### src/rtl/i2c_slave.sv
// I2C target with an 8-bit register pointer driving a simple register-bank port.
// Define I2C_SLAVE_GLITCH_FILTER_EN to add a FILT_LEN-sample glitch filter on SCL/SDA.
module i2c_slave #(
  parameter logic [6:0] SLAVE_ADDR = 7'h57,
  parameter int         FILT_LEN   = 4
) (
  input  logic       clk,
  input  logic       rst,
  input  logic       scl_in,
  input  logic       sda_in,
  output logic       sda_out,
  output logic       sda_oe,
  output logic [7:0] reg_addr,
  output logic [7:0] reg_wdata,
  output logic       reg_we,
  output logic       reg_re,
  input  logic [7:0] reg_rdata,
  output logic       busy,
  output logic       start_det,
  output logic       stop_det
);

  typedef enum logic [3:0] {
    S_IDLE,
    S_ADDR,
    S_ADDR_ACK,
    S_REG,
    S_REG_ACK,
    S_WR,
    S_WR_ACK,
    S_RD,
    S_RD_ACK,
    S_IGNORE
  } state_t;

  if (FILT_LEN < 1) begin : g_bad_filt_len
    $error("FILT_LEN must be at least 1");
  end

  state_t     state;
  state_t     state_next;
  logic [1:0] scl_sync;
  logic [1:0] sda_sync;
  logic       scl_s;
  logic       sda_s;
  logic       scl_f;
  logic       sda_f;
  logic       scl_d;
  logic       sda_d;
  logic       scl_rise;
  logic       scl_fall;
  logic       start_cond;
  logic       stop_cond;
  logic [3:0] bit_cnt;
  logic [6:0] shift;
  logic [7:0] byte_in;
  logic [6:0] tx_shift;
  logic [7:0] ptr;
  logic       rw;
  logic       load_pend;
  logic       tx_load;

  logic cnt_clr;
  logic cnt_inc;
  logic shift_en;
  logic ptr_load;
  logic ptr_inc;
  logic we_set;
  logic re_set;
  logic rw_set;
  logic oe_set;
  logic oe_clr;
  logic tx_shift_en;
  logic busy_set;
  logic busy_clr;

  // Bus lines idle high, so the synchronisers reset to 1 to avoid a false START/STOP.
  always_ff @(posedge clk) begin
    if (rst) begin
      scl_sync <= 2'b11;
      sda_sync <= 2'b11;
    end else begin
      scl_sync <= {scl_sync[0], scl_in};
      sda_sync <= {sda_sync[0], sda_in};
    end
  end

  assign scl_s = scl_sync[1];
  assign sda_s = sda_sync[1];

`ifdef I2C_SLAVE_GLITCH_FILTER_EN
  localparam int CW = (FILT_LEN > 1) ? $clog2(FILT_LEN) : 1;

  logic [CW-1:0] scl_cnt;
  logic [CW-1:0] sda_cnt;

  // A line only changes once FILT_LEN consecutive samples disagree with the current value.
  always_ff @(posedge clk) begin
    if (rst) begin
      scl_f   <= 1'b1;
      sda_f   <= 1'b1;
      scl_cnt <= '0;
      sda_cnt <= '0;
    end else begin
      if (scl_s == scl_f) begin
        scl_cnt <= '0;
      end else if (scl_cnt == CW'(FILT_LEN - 1)) begin
        scl_f   <= scl_s;
        scl_cnt <= '0;
      end else begin
        scl_cnt <= scl_cnt + 1'b1;
      end
      if (sda_s == sda_f) begin
        sda_cnt <= '0;
      end else if (sda_cnt == CW'(FILT_LEN - 1)) begin
        sda_f   <= sda_s;
        sda_cnt <= '0;
      end else begin
        sda_cnt <= sda_cnt + 1'b1;
      end
    end
  end
`else
  assign scl_f = scl_s;
  assign sda_f = sda_s;
`endif

  always_ff @(posedge clk) begin
    if (rst) begin
      scl_d <= 1'b1;
      sda_d <= 1'b1;
    end else begin
      scl_d <= scl_f;
      sda_d <= sda_f;
    end
  end

  assign scl_rise   = scl_f & ~scl_d;
  assign scl_fall   = ~scl_f & scl_d;
  assign start_cond = scl_f & scl_d & sda_d & ~sda_f;
  assign stop_cond  = scl_f & scl_d & ~sda_d & sda_f;
  assign byte_in    = {shift, sda_f};
  assign tx_load    = load_pend & (state == S_RD);

  always_ff @(posedge clk) begin
    if (rst) state <= S_IDLE;
    else     state <= state_next;
  end

  // Data bits count rising edges; bit_cnt==8 waits for the falling edge that opens the ACK slot.
  always_comb begin
    state_next  = state;
    cnt_clr     = 1'b0;
    cnt_inc     = 1'b0;
    shift_en    = 1'b0;
    ptr_load    = 1'b0;
    ptr_inc     = 1'b0;
    we_set      = 1'b0;
    re_set      = 1'b0;
    rw_set      = 1'b0;
    oe_set      = 1'b0;
    oe_clr      = 1'b0;
    tx_shift_en = 1'b0;
    busy_set    = 1'b0;
    busy_clr    = 1'b0;
    if (start_cond) begin
      state_next = S_ADDR;
      cnt_clr    = 1'b1;
      oe_clr     = 1'b1;
    end else if (stop_cond) begin
      state_next = S_IDLE;
      oe_clr     = 1'b1;
      busy_clr   = 1'b1;
    end else begin
      case (state)
        S_ADDR: begin
          if (scl_rise && bit_cnt != 4'd8) begin
            cnt_inc  = 1'b1;
            shift_en = 1'b1;
            if (bit_cnt == 4'd7) begin
              if (byte_in[7:1] == SLAVE_ADDR) begin
                rw_set   = 1'b1;
                busy_set = 1'b1;
              end else begin
                state_next = S_IGNORE;
                busy_clr   = 1'b1;
              end
            end
          end else if (scl_fall && bit_cnt == 4'd8) begin
            state_next = S_ADDR_ACK;
            oe_set     = 1'b1;
          end
        end
        S_ADDR_ACK: begin
          if (scl_fall) begin
            oe_clr  = 1'b1;
            cnt_clr = 1'b1;
            if (rw) begin
              state_next = S_RD;
              re_set     = 1'b1;
            end else begin
              state_next = S_REG;
            end
          end
        end
        S_REG: begin
          if (scl_rise && bit_cnt != 4'd8) begin
            cnt_inc  = 1'b1;
            shift_en = 1'b1;
            ptr_load = (bit_cnt == 4'd7);
          end else if (scl_fall && bit_cnt == 4'd8) begin
            state_next = S_REG_ACK;
            oe_set     = 1'b1;
          end
        end
        S_REG_ACK: begin
          if (scl_fall) begin
            state_next = S_WR;
            oe_clr     = 1'b1;
            cnt_clr    = 1'b1;
          end
        end
        S_WR: begin
          if (scl_rise && bit_cnt != 4'd8) begin
            cnt_inc  = 1'b1;
            shift_en = 1'b1;
            we_set   = (bit_cnt == 4'd7);
          end else if (scl_fall && bit_cnt == 4'd8) begin
            state_next = S_WR_ACK;
            oe_set     = 1'b1;
          end
        end
        S_WR_ACK: begin
          if (scl_fall) begin
            state_next = S_WR;
            oe_clr     = 1'b1;
            cnt_clr    = 1'b1;
            ptr_inc    = 1'b1;
          end
        end
        S_RD: begin
          if (scl_rise && bit_cnt != 4'd8) begin
            cnt_inc = 1'b1;
          end else if (scl_fall) begin
            if (bit_cnt == 4'd8) begin
              state_next = S_RD_ACK;
              oe_clr     = 1'b1;
            end else begin
              tx_shift_en = 1'b1;
            end
          end
        end
        S_RD_ACK: begin
          // A NACK leaves the state on the rise, so reaching the fall here means ACK.
          if (scl_rise && sda_f) begin
            state_next = S_IGNORE;
          end else if (scl_fall) begin
            state_next = S_RD;
            cnt_clr    = 1'b1;
            ptr_inc    = 1'b1;
            re_set     = 1'b1;
          end
        end
        default: state_next = state;
      endcase
    end
  end

  // reg_rdata is valid the cycle after reg_re, so it is captured two cycles after the strobe decision.
  always_ff @(posedge clk) begin
    if (rst) begin
      bit_cnt   <= 4'd0;
      shift     <= 7'd0;
      tx_shift  <= 7'd0;
      ptr       <= 8'd0;
      rw        <= 1'b0;
      load_pend <= 1'b0;
      sda_oe    <= 1'b0;
      reg_wdata <= 8'd0;
      reg_we    <= 1'b0;
      reg_re    <= 1'b0;
      busy      <= 1'b0;
      start_det <= 1'b0;
      stop_det  <= 1'b0;
    end else begin
      start_det <= start_cond;
      stop_det  <= stop_cond;
      reg_we    <= we_set;
      reg_re    <= re_set;
      load_pend <= reg_re;
      if (cnt_clr)      bit_cnt <= 4'd0;
      else if (cnt_inc) bit_cnt <= bit_cnt + 4'd1;
      if (shift_en) shift <= byte_in[6:0];
      if (rw_set)   rw <= sda_f;
      if (ptr_load)     ptr <= byte_in;
      else if (ptr_inc) ptr <= ptr + 8'd1;
      if (we_set) reg_wdata <= byte_in;
      if (busy_clr)      busy <= 1'b0;
      else if (busy_set) busy <= 1'b1;
      if (tx_load)          tx_shift <= reg_rdata[6:0];
      else if (tx_shift_en) tx_shift <= {tx_shift[5:0], 1'b0};
      if (oe_clr)           sda_oe <= 1'b0;
      else if (oe_set)      sda_oe <= 1'b1;
      else if (tx_load)     sda_oe <= ~reg_rdata[7];
      else if (tx_shift_en) sda_oe <= ~tx_shift[6];
    end
  end

  assign sda_out  = 1'b0;
  assign reg_addr = ptr;

endmodule
### config.mk
export PLATFORM = sky130hd
export DESIGN_NAME = i2c_slave
export DESIGN_NICKNAME = d
export VERILOG_FILES = /design/src/rtl/i2c_slave.sv
export SDC_FILE = /design/constraint.sdc
export NUM_CORES = 1
export LEC_CHECK = 0
export ABC_CLOCK_PERIOD_IN_PS = 2040
export CAP_MARGIN = 20
export CELL_PAD_IN_SITES_DETAIL_PLACEMENT = 0
export CELL_PAD_IN_SITES_GLOBAL_PLACEMENT = 2
export CORE_AREA = 2 2 91 93
export CTS_CLUSTER_DIAMETER = 30
export DETAILED_ROUTE_END_ITERATION = 7
export DIE_AREA = 0 0 93 95
export HOLD_SLACK_MARGIN = 0.03
export PLACE_DENSITY_LB_ADDON = 0.1
export SLEW_MARGIN = 20
export SYNTH_ARGS = -nofsm -noshare
export SYNTH_HDL_FRONTEND = slang
export SYNTH_SLANG_ARGS = --single-unit
### constraint.sdc
create_clock -name clk -period 2.04 [get_ports clk]
set_clock_uncertainty 0.05 [all_clocks]
set_input_delay 0.408 -clock clk [delete_from_list [all_inputs] [get_ports clk]]
set_output_delay 0.408 -clock clk [all_outputs]
set_load 0.03 [all_outputs]
==> After elaboration in Yosys (flattened, before gate mapping) <==
Index checks and enable logic that the tools add are counted.
{ "classes": {"n_mux": 80, "n_eq_ne": 38, "addsub": 2, "n_bitwise": 14, "reduce_logical": 18} }
{ "op_table": {"columns": ["operator", "count"], "rows": [
  ["2-to-1 mux 4 bit", 15],
  ["2-to-1 mux 1 bit", 55],
  ["inequality test 4 bit (second input constant)", 8],
  ["one-hot mux 4 bit (7 select lines)", 1],
  ["AND reduction 14 bit", 2],
  ["equality test 4 x 3 -> 1 bit (second input constant)", 5],
  ["inequality test 5 bit (second input constant)", 4],
  ["2-to-1 mux 8 bit", 2],
  ["2-to-1 mux 7 bit", 2],
  ["inequality test 2 bit (second input constant)", 7],
  ["inequality test 3 bit (second input constant)", 4],
  ["nonzero test 9 bit", 1],
  ["OR reduction 3 bit", 3],
  ["adder 8 x 1 -> 8 bit (second input constant)", 1],
  ["AND 1 bit", 8],
  ["equality test 4 x 2 -> 1 bit (second input constant)", 2],
  ["equality test 4 bit (second input constant)", 2],
  ["one-hot mux 1 bit (2 select lines)", 4],
  ["OR reduction 2 bit", 4],
  ["equality test 7 bit (second input constant)", 1],
  ["nonzero test 7 bit", 1],
  ["inverter 1 bit", 6],
  ["adder 4 x 1 -> 4 bit (second input constant)", 1],
  ["equality test 4 x 1 -> 1 bit (second input constant)", 1],
  ["8 further kinds", 12]
]} }
{ "word_totals": {"reg_bits": 52, "elab_cells": 171, "input_bits": 12, "output_inout_bits": 23} }

==> Longest topological paths before layout <==
{ "logic_depth": {"ltp_word": 10, "mapped_depth": 9, "depth_no_buf": 8} }

==> Least setup slack after synthesis <==
Ideal clock, no wire load.
{ "synth_timing": {"path_kind": "register -> register", "from": "register bit_cnt[0]", "to": "register reg_wdata[0]", "n_path_buf": 1, "synth_period_minus_slack_ps": 1779, "setup_slack_ps": 261, "path_stages_with_launch": 8, "arrival_time_ps": 1596, "setup_ps": 132, "required_ps": 1858, "cell_sequence": "dfxtp_1 ha_1 and3b_2 nand3_4 or3b_2 buf_2 nand2_1 a21oi_1"} }
{ "synth_via": {"elab_chain_len": 6, "elab_cells_between_ends": 7, "cone_classes": "eq/ne: 2; mux: 4; reduce/logical: 1"} }
{ "synth_rtl": {"columns": ["element", "line_no", "rtl"], "rows": [
  ["from (decl)", "54", "logic [3:0] bit_cnt;"],
  ["from (signal assigned)", "292", "else if (cnt_inc) bit_cnt <= bit_cnt + 4'd1;"],
  ["inequality test 4 bit", "224", "if (scl_rise && bit_cnt != 4'd8) begin"],
  ["logical AND 1 bit", "224", null],
  ["2-to-1 mux 1 bit (*)", "224", null],
  ["2-to-1 mux 1 bit (*)", "175", "case (state)"],
  ["2-to-1 mux 1 bit (*)", "170", "end else if (stop_cond) begin"],
  ["2-to-1 mux 1 bit (*)", "166", "if (start_cond) begin"],
  ["to (signal assigned)", "297", "if (we_set) reg_wdata <= byte_in;"],
  ["to (decl)", "14", "output logic [7:0] reg_wdata,"]
]} }
Mark *: on every way between the ends. The rest lies on a longest branch, timed or not.
A chain may end at the register's enable or synchronous reset.

==> Worst setup path in the final report <==
{ "layout_timing": {"from": "register bit_cnt[1]", "to": "register bit_cnt[3]"} }
{ "layout_via": {"elab_chain_len": 6, "elab_cells_between_ends": 7, "cone_classes": "add/sub: 1; eq/ne: 1; mux: 4; reduce/logical: 1"} }
{ "layout_rtl": {"columns": ["element", "line_no"], "rows": [
  ["inequality test 4 bit", null],
  ["logical AND 1 bit", null],
  ["2-to-1 mux 1 bit (2 in series)", null],
  ["2-to-1 mux 1 bit", "170"],
  ["2-to-1 mux 1 bit", "166"]
]} }
Parallel ways exist; a longest one is shown, timed or not.

==> summary.md <==
### Floorplanning
* Initial Util: 31.7%
* I/O Pins: 35
* width of the die: 93 um
* number of cell rows: 33
* Die Outline Area: 8840 sq um
* height of the chip: 95 um
* Floorplan Core Area: 7930 sq um

### Cells and area
* Fillers: 844
* post-layout util: 41.1%
* final cell area excluding filler cells: 3260 sq um
* final net count: 362
* post-route insts no fill: 453
* layout-stage area growth over the synthesis result: 29.5%
* share of post-route cells with drive strength above 1: 20.1%
* antenna diode instance count: 0

### Clocking
* cell at the root of the clock tree: sky130_fd_sc_hd__clkbuf_8
* clock tree from TritonCTS: yes
* number of buffers between clock root and the deepest sink: 2
* number of hold buffers added after CTS: 0
* sinks on the clock net: 52
* Inserted Clock Buffers: 5
* clock-pin slew on the worst setup and hold paths: 0.10 ns
* Clk Latency, worst-skew pair: 0.31 ns
* # H-tree levels: 2

### Detailed routing
* total wire length after detailed routing: 6.57 mm
* starting DRC count in detailed routing: 73
* number of remaining DRC errors: 0
* number of nets with antenna violations after detailed routing: 0
* via count normalized by instance count: 4.97
* Avg WL per Cell: 14.5 um
* number of vias in the routed layout: 2,252
* length of the first detailed-routing pass in iterations: 4

### Logic synthesis
* Seq/Total Area, Yosys: 41.4%
* most area-hungry cell type in the Yosys netlist: sky130_fd_sc_hd__dfxtp_1
* post-synthesis cell type count: 61
* gate count of the mapped netlist: 291
* cells taking the most area after synthesis: sky130_fd_sc_hd__dfxtp_1 (41%), sky130_fd_sc_hd__nand2_1 (4.8%), sky130_fd_sc_hd__a221oi_1 (4.5%)
* Post-synth EDFFs: 0
* netlist area before placement: 2510 sq um
* synthesis-stage register bit count: 52
* Async SR Flop Fraction: 0%
* Yosys warning count: 0
* Post-Synthesis Net Count: 306
* primary flip-flop cell chosen by synthesis mapping: sky130_fd_sc_hd__dfxtp_1
* Avg Cell Area, Syn: 8.64 sq um
* top cell type's share of synthesized area: 41.4%

### Global route
* largest net degree at the start of global routing: 35
* grt total ovfl: 0
* met1 usage: 20.9%
* most used routing layer in global routing: met2
* met3 track demand over resource in global routing: 2.87%
* number of antenna violations at the first check in global routing: 0
* wire length of the first global-routing pass: 10.8 mm
* via count of the first global-routing pass: 2,115
* grt met2 use: 25.1%
* overall routing resource usage: 15.3%

### Worst setup path
* Critical Setup Path Class: reg -> reg
* Worst Setup End Kind: register
* startpoint type of the worst setup path: register
* critical path peak fanout: 12
* data arrival time of the critical path: 2.06 ns
* critical path data required time: 2.19 ns

### Timing
* max-slew violations: 0
* final setup vio count: 0
* part of the cycle the worst path needs: 93.2%
* unrepaired setup endpoints after global routing: no
* minimum period implied by the final worst setup slack: 1.90 ns
* Tightest Pin Transition: 0.526 ns
* worst rel slew slack: 64.8%
* highest clock rate: 526 MHz
* Setup TNS: 0 ns
* Final Hold Viols: 0

### Run
* max cap viols: 0

### Placement
* placer's final routability congestion estimate: 0.752
* Placement Cell Area: 3130 sq um
* Detail Placement HPWL: 4.74 mm
* number of buffers inserted by port buffering: 33
* number of placed instances with taps included: 443

### Pwr
* total power: 1.85 mW
* leakage power of the design: 1.17 nW
* Peak VDD IR: 269 uV
* power density cells: 569 nW/um^2

### Run status
* outcome: completed

### Hold path
* path type of the worst min-delay path: reg -> reg

cells in the mapped netlist, types with 2 or more instances:
master and n:
sky130_fd_sc_hd__a2111oi_0 2, sky130_fd_sc_hd__a21oi_1 22, sky130_fd_sc_hd__a221oi_1 13, sky130_fd_sc_hd__a32o_1 2, sky130_fd_sc_hd__and3_1 5, sky130_fd_sc_hd__buf_2 7
sky130_fd_sc_hd__buf_6 2, sky130_fd_sc_hd__clkbuf_1 7, sky130_fd_sc_hd__dfxtp_1 52, sky130_fd_sc_hd__ha_1 3, sky130_fd_sc_hd__inv_1 10, sky130_fd_sc_hd__mux2i_1 4
sky130_fd_sc_hd__nand2_1 32, sky130_fd_sc_hd__nand2b_1 4, sky130_fd_sc_hd__nand3_1 10, sky130_fd_sc_hd__nand3b_1 4, sky130_fd_sc_hd__nand4b_1 3, sky130_fd_sc_hd__nor2_1 28
sky130_fd_sc_hd__nor2_2 2, sky130_fd_sc_hd__nor2b_1 4, sky130_fd_sc_hd__nor3_1 4, sky130_fd_sc_hd__nor3b_1 6, sky130_fd_sc_hd__nor3b_2 2, sky130_fd_sc_hd__o21ai_0 9
sky130_fd_sc_hd__o22ai_1 9, sky130_fd_sc_hd__or2_2 6, sky130_fd_sc_hd__or3b_1 2, sky130_fd_sc_hd__xnor2_1 2, sky130_fd_sc_hd__xor2_1 3
cell families after synthesis:
family                   Yosys count  share of synthesized area (%)
flip-flops                        52                           41.4
other                              1                          0.149
XOR/XNOR                           5                           1.74
AO/OA/AOI/OAI                     72                           20.2
adder cells (fa/ha/maj)            3                           1.49
AND/OR/NAND/NOR                  126                           28.1
multiplexers                       4                           1.59
buffers and inverters             28                           5.27
per-layer routing:
metal / share of wire, % / wire length (um)
met1: 50 / 3260
met5: 0 / 0
met4: 0.91 / 60
met3: 3.6 / 237
met2: 46 / 3020
final timing paths:
kind,slack [ns],start,cells past startpoint,to
max,0.14,bit_cnt[1],10,bit_cnt[3]
min reg2reg,0.37,scl_sync[0],1,scl_sync[1]
min,0.37,scl_sync[0],1,scl_sync[1]
max reg2reg,0.14,bit_cnt[1],10,bit_cnt[3]
placed cells by master, fill, tap and decap left out, drive strengths merged, types with 2 or more instances in the layout:
| cell | n |
|---|---|
| dfxtp | 52 |
| buf | 34 |
| clkdlybuf4s50 | 33 |
| nand2 | 33 |
| nor2 | 30 |
| a21oi | 23 |
| a221oi | 13 |
| inv | 11 |
| nand3 | 11 |
| o21ai | 11 |
| o22ai | 10 |
| nor3b | 8 |
| or2 | 7 |
| and3 | 5 |
| clkbuf | 5 |
| nor2b | 5 |
| nor3 | 5 |
| nand2b | 4 |
| nand3b | 4 |
| mux2i | 4 |
| xor2 | 3 |
| nand4b | 3 |
| ha | 3 |
| or3b | 3 |
| xnor2 | 2 |
| a32o | 2 |
| a2111oi | 2 |
| and3b | 2 |
| o31ai | 2 |
state kept, by name, indices dropped and copies added, names as in the netlist, 2 cells and up:
| signal | count |
|---|---|
| state | 4 |
| reg_addr | 8 |
| scl_sync | 2 |
| shift | 7 |
| tx_shift | 7 |
| bit_cnt | 4 |
| reg_wdata | 8 |
| sda_sync | 2 |
through the flow:
step,worst slack [ns],hold WS (ns)
6_report,0.138,0.368
5_1_grt,0.00469,0.377
4_1_cts,0.00133,0.373
3_5_place_dp,0.0139,0.347
3_3_place_gp,0.0355,0.341
2_1_floorplan,0.261,0.339
timing repair:
item                       CTS  global route
setup endpoints to repair    0            14
buffers inserted             0             2
resized for setup            0             6
critical path, cell delays in order, from the launching register on:
cell and delay [ns]:
sky130_fd_sc_hd__dfxtp_1 0.38, sky130_fd_sc_hd__inv_1 0.06, sky130_fd_sc_hd__ha_1 0.17, sky130_fd_sc_hd__nand3b_1 0.17, sky130_fd_sc_hd__buf_4 0.16, sky130_fd_sc_hd__nand2_1 0.14
sky130_fd_sc_hd__nor2_1 0.16, sky130_fd_sc_hd__buf_6 0.18, sky130_fd_sc_hd__nand4_1 0.13, sky130_fd_sc_hd__xor2_1 0.15, sky130_fd_sc_hd__nor2_1 0.05
report_power, final:
part	switching [mW]	total, mW	internal [mW]
Clock	0.368	0.613	0.245
Sequential	0.0150	1.04	1.03
Combinational	0.103	0.200	0.0968
Total	0.486	1.85	1.37
area by class of cell:
| type | instances | area, sq um | area share (%) |
|---|---|---|---|
| Multi-Input combinational cell | 211 | 1350 | 41.5 |
| Clock inverter | 3 | 21.3 | 0.653 |
| Tap cell | 105 | 131 | 4.04 |
| Sequential cell | 52 | 1040 | 32.1 |
| Clock buffer | 5 | 68.8 | 2.11 |
| Inverter | 10 | 37.5 | 1.15 |
| Timing Repair Buffer | 67 | 602 | 18.5 |
Power figures use the tool's default switching activity.
